<file path="src/rtl/exynos_sequencer.sv">
// Power-on/reset sequencer for the Exynos4412 CPU module, downstream of c66x_sequencer.
// Drives PMIC power-on, CPU/PMIC resets, bootmode strap window and USB hub reset.
module exynos_sequencer #(
  parameter int unsigned PWRON_CYCLES     = 16500,
  parameter int unsigned PMIC_WAIT_CYCLES = 110000,
  parameter int unsigned RESETOUT_TIMEOUT = 5500000,
  parameter int unsigned HUB_RESET_CYCLES = 55000,
  parameter int unsigned CNT_W            = 24
) (
  input  logic       sysclk,
  input  logic       reset_INV,
  input  logic       enable,
  input  logic       cpu_resetout,
  output logic       pmic_pwron,
  output logic       pmic_reset_INV,
  output logic       cpu_reset_INV,
  output logic       usbhub_reset_INV,
  output logic       bootmode_en,
  output logic       running,
  output logic       fault,
  output logic [2:0] state
);

  typedef enum logic [2:0] {
    StOff      = 3'd0,
    StPwron    = 3'd1,
    StPmicWait = 3'd2,
    StCpuWait  = 3'd3,
    StHubReset = 3'd4,
    StRunning  = 3'd5,
    StFault    = 3'd6
  } state_e;

  localparam logic [CNT_W-1:0] PwronLast    = CNT_W'(PWRON_CYCLES - 1);
  localparam logic [CNT_W-1:0] PmicWaitLast = CNT_W'(PMIC_WAIT_CYCLES - 1);
  localparam logic [CNT_W-1:0] TimeoutLast  = CNT_W'(RESETOUT_TIMEOUT - 1);
  localparam logic [CNT_W-1:0] HubLast      = CNT_W'(HUB_RESET_CYCLES - 1);

  state_e           state_q, state_d;
  logic [CNT_W-1:0] cnt_q, cnt_d, cnt_last;
  logic             timed, expired;
  logic             rso_meta_q, rso_s_q;
  // {pmic_pwron, pmic_reset_INV, cpu_reset_INV, usbhub_reset_INV, bootmode_en, running, fault}
  logic [6:0]       out_d, out_q;

  always_ff @(posedge sysclk or negedge reset_INV) begin
    if (!reset_INV) begin
      rso_meta_q <= 1'b0;
      rso_s_q    <= 1'b0;
    end else begin
      rso_meta_q <= cpu_resetout;
      rso_s_q    <= rso_meta_q;
    end
  end

  always_comb begin
    timed    = 1'b0;
    cnt_last = '0;
    case (state_q)
      StPwron:    begin timed = 1'b1; cnt_last = PwronLast;    end
      StPmicWait: begin timed = 1'b1; cnt_last = PmicWaitLast; end
      StCpuWait:  begin timed = 1'b1; cnt_last = TimeoutLast;  end
      StHubReset: begin timed = 1'b1; cnt_last = HubLast;      end
      default:    ;
    endcase
  end

  assign expired = timed && (cnt_q == cnt_last);

  always_comb begin
    state_d = state_q;
    if (!enable) begin
      state_d = StOff;
    end else begin
      case (state_q)
        StOff:      state_d = StPwron;
        StPwron:    if (expired) state_d = StPmicWait;
        StPmicWait: if (expired) state_d = StCpuWait;
        StCpuWait: begin
          // RESETOUT arriving on the timeout cycle still counts as a good boot
          if (rso_s_q)      state_d = StHubReset;
          else if (expired) state_d = StFault;
        end
        StHubReset: if (expired) state_d = StRunning;
        StRunning:  if (!rso_s_q) state_d = StCpuWait;
        StFault:    state_d = StFault;
        default:    state_d = StOff;
      endcase
    end
  end

  assign cnt_d = (state_d != state_q || !timed) ? '0 : cnt_q + CNT_W'(1);

  // Outputs are decoded from the next state so they move on the same edge as state.
  always_comb begin
    out_d = 7'b000_0000;
    case (state_d)
      StPwron:    out_d = 7'b110_0000;
      StPmicWait: out_d = 7'b010_0100;
      StCpuWait:  out_d = 7'b011_0100;
      StHubReset: out_d = 7'b011_0000;
      StRunning:  out_d = 7'b011_1010;
      StFault:    out_d = 7'b000_0001;
      default:    out_d = 7'b000_0000;
    endcase
  end

  always_ff @(posedge sysclk or negedge reset_INV) begin
    if (!reset_INV) begin
      state_q <= StOff;
      cnt_q   <= '0;
      out_q   <= '0;
    end else begin
      state_q <= state_d;
      cnt_q   <= cnt_d;
      out_q   <= out_d;
    end
  end

  assign {pmic_pwron, pmic_reset_INV, cpu_reset_INV, usbhub_reset_INV,
          bootmode_en, running, fault} = out_q;
  assign state = state_q;

endmodule
</file>
<file path="config.mk">
export PLATFORM = sky130hd
export DESIGN_NAME = exynos_sequencer
export DESIGN_NICKNAME = d
export VERILOG_FILES = /design/src/rtl/exynos_sequencer.sv
export SDC_FILE = /design/constraint.sdc
export NUM_CORES = 1
export LEC_CHECK = 0
export ABC_AREA = 1
export CAP_MARGIN = 20
export CORE_MARGIN = 4
export CORE_UTILIZATION = 55
export CTS_CLUSTER_DIAMETER = 60
export CTS_CLUSTER_SIZE = 20
export DETAILED_ROUTE_END_ITERATION = 6
export PLACE_DENSITY = 0.75
export SETUP_SLACK_MARGIN = 0.4
export SLEW_MARGIN = 20
export SYNTH_ARGS = -nofsm -noshare
export SYNTH_HDL_FRONTEND = slang
export SYNTH_SLANG_ARGS = --single-unit
</file>
<file path="constraint.sdc">
create_clock -name sysclk -period 2.6 [get_ports sysclk]
set_input_delay 0.26 -clock sysclk [delete_from_list [all_inputs] [get_ports sysclk]]
set_output_delay 0.26 -clock sysclk [all_outputs]
set_load 0.02 [all_outputs]
</file>
==> results.cfg <==
[grt]
antenna_found_initial = 0
grt_max_degree = 36
grt_pass1_vias = 1870
grt_pass1_wl_um = 8780
grt-ovfl-total = 0
grt_usage = 0.216

[sta]
slew_violations = 0
skew_ns = 0.00625
setup_viol = 0
relSlewSlack = 0.496
fmax_mhz = 395
rsz0062_at_grt = true
setup_ws_ns = 0.0656
min_period_ns = 2.53
worst_pin_slew_ns = 0.755
hold_viol = 0
post-route-period-util = 0.975

[drt]
drt-wirelength-per-cell_um = 16.1
wl_um = 5930
drtAntennaViolNets = 0
drt_pass1_iterations = 4
drc = 0
vias = 1976
viasPerCell = 5.37
drt_iter0_drc = 151

[logic_synthesis]
synthSimpleGateAreaFrac = 0.417
synthAdderAreaFrac = 0.00542
muxShareOfSynthArea = 0.00434
syn-cell-area_um2 = 2310
synth_top_family_by_area = simple AND/OR/NAND/NOR gates
syn-num-nets = 280
synth_top_area_cell = dfrtp_1
netlist_instances = 275
synth_xor_area_frac = 0.0797
synth_top_area_share = 0.380
synth-compound-area-share = 0.0184
ys_seq_area_frac = 0.380
ys_types = 30
syn_area_per_cell_um2 = 8.39
synthTopCellsByArea = dfrtp_1, nor2_4, nand2_1
ys_ff_latch = 35
ys_warn_count = 0

[clock_network]
cts_tree = yes
numCtsBuffers = 5
ctsHoldBuffers = 0
clk_path_buf_depth = 2
h-tree-depth = 2
path_clk_slew_ns = 0.07
clock_latency_ns = 0.29
cts_sinks = 35
root_buffer = clkbuf_8

[placed_design]
post-dp-hpwl_um = 3320
dp.cells = 335
gp_congestion = 0.865
placed_area_um2 = 2480
pre_cts_ws_ns = 0.137
io_buffers = 13

[setup_path]
arrival_ns = 2.76
crit_type = flop to flop
crit_path_max_fanout = 8
crit_path_start_kind = flop
worstPathRequired_ns = 2.82
crit_path_end_kind = flop

[final_layout]
mostFrequentLayoutCells = nand2_1, dfrtp_1, nor2_4, inv_1, nor2_1
drive_gt1_frac = 0.343
fill_cells = 278
fin_nets = 322
regArea_um2 = 880
layout.cells.non_filler = 368
syn2layout_area_growth_pct = 26.2
final_area_um2 = 2910
final_common_cell = nand2_1
num_antenna_cells = 0
multi_input_area_um2 = 1340

[power_and_ir_drop]
leakagePower_nw = 1.27
powerDensity_nw_per_um2 = 502
peakVddDrop_mv = 0.422

[job]
cap_violations = 0

[floorplan]
rows = 23
core_um2 = 4030
die_area_um2 = 5300
num_io_pins = 14
initial_core_util = 0.573
die_x_um = 72.8
die_h_um = 72.8

[worst_hold_path]
hp-class = primary input to async pin

[outcome]
outcome = complete, no violations
## power breakdown
part	switching, W	internal, W
logic	0.000273	0.000216
clock network	0.000199	0.000188
registers	0.0000234	0.000563
## critical path: stages, from the launching register on
cell and delay (ns):
dfrtp_2 0.50, nor2_4 0.17, nand2_4 0.10, nand2_1 0.07
nand2_1 0.06, inv_1 0.08, nand2_1 0.09, nor2_2 0.13
nand2_2 0.08, nor2_4 0.11, nand2_2 0.10, nand2_2 0.08
nand2_2 0.07, nor2_4 0.16, nand2_4 0.09, nand2_2 0.07
nand2_1 0.06, nand2_2 0.10, nand2_8 0.10, buf_12 0.17
nor2_1 0.08
## kinds of logic (layout without fill, tap and decap cells)
group                      count (synthesis)  count (layout)
and+or+nand+nor                          167             167
buffers and inverters                     42              85
DFF                                       35              35
xor gates and xnor gates                  21              21
AOI/OAI and AO/OA                          8               8
adders and majority gates                  1               1
muxes                                      1               1
## layout make-up
class,count,area share
clock inverters,1,0.00172
multi-input cells,198,0.459
well taps,50,0.0215
clock buffers,7,0.0262
repair buffers,42,0.141
inverters,35,0.0486
flip-flops and latches,35,0.302
## metrics by stage
stage	hold slack, ns	power [W]	utilization	TNS, ns
after floorplan	-0.0356	0.000850	-	0
after global placement	0.338	0.000914	0.616	0
after detailed placement	0.339	0.000917	0.616	0
after CTS	0.0606	0.00139	0.690	0
after global routing	0.0882	0.00152	0.723	-0.910
final	0.0337	0.00146	0.723	0
## flip-flops by register name, summed over array words and instances (netlist names)
register / count
cnt_q: 24
out_q: 6
state: 3
rso_meta_q: 1
rso_s_q: 1
## Yosys cell counts
cell / number
a21oi_1: 4
nand2_2: 11
xnor2_1: 4
mux2i_1: 1
clkbuf_1: 1
nand3_1: 17
buf_12: 2
clkinv_1: 1
inv_2: 2
buf_6: 3
clkinv_2: 1
nand3_4: 2
nand3_2: 2
dfrtp_1: 35
nor2_2: 3
inv_4: 1
nor3_1: 9
nor4_1: 1
ha_1: 1
o21ai_0: 3
buf_4: 1
nand4_1: 11
nor2_4: 23
nand2_1: 54
xor2_1: 17
inv_1: 30
a211oi_1: 1
nor2_1: 30
or2_2: 1
nand2_4: 3
## final timing paths
check,start,end,slack [ns],cells after the start
worst max-delay path,state[1],cnt_q[1],0.07,20
worst min-delay path,reset_INV,cnt_q[21],0.03,1
worst max register to register,state[1],cnt_q[1],0.07,20
worst min register to register,rso_meta_q,rso_s_q,0.35,0
max in group asynchronous,reset_INV,state[2],2.03,1
min in group sysclk,rso_meta_q,rso_s_q,0.35,0
## repair_timing
action | in CTS | in global routing
pin swaps | 15 | 16
hold endpoints to repair | 0 | 0
setup buffers | 16 | 8
gates resized for setup | 21 | 21
gates cloned | 1 | 0
setup endpoints to repair | 25 | 29
## metal layers
layer | global-route usage | vias to the layer above | part of all wire
li1 | - | 939 | -
met1 | 0.294 | 942 | 0.42
met2 | 0.342 | 73 | 0.49
met3 | 0.0413 | 22 | 0.062
met4 | 0.0799 | 0 | 0.026
met5 | 0 | - | 0
Note: power is estimated with default switching activity, not from simulation.
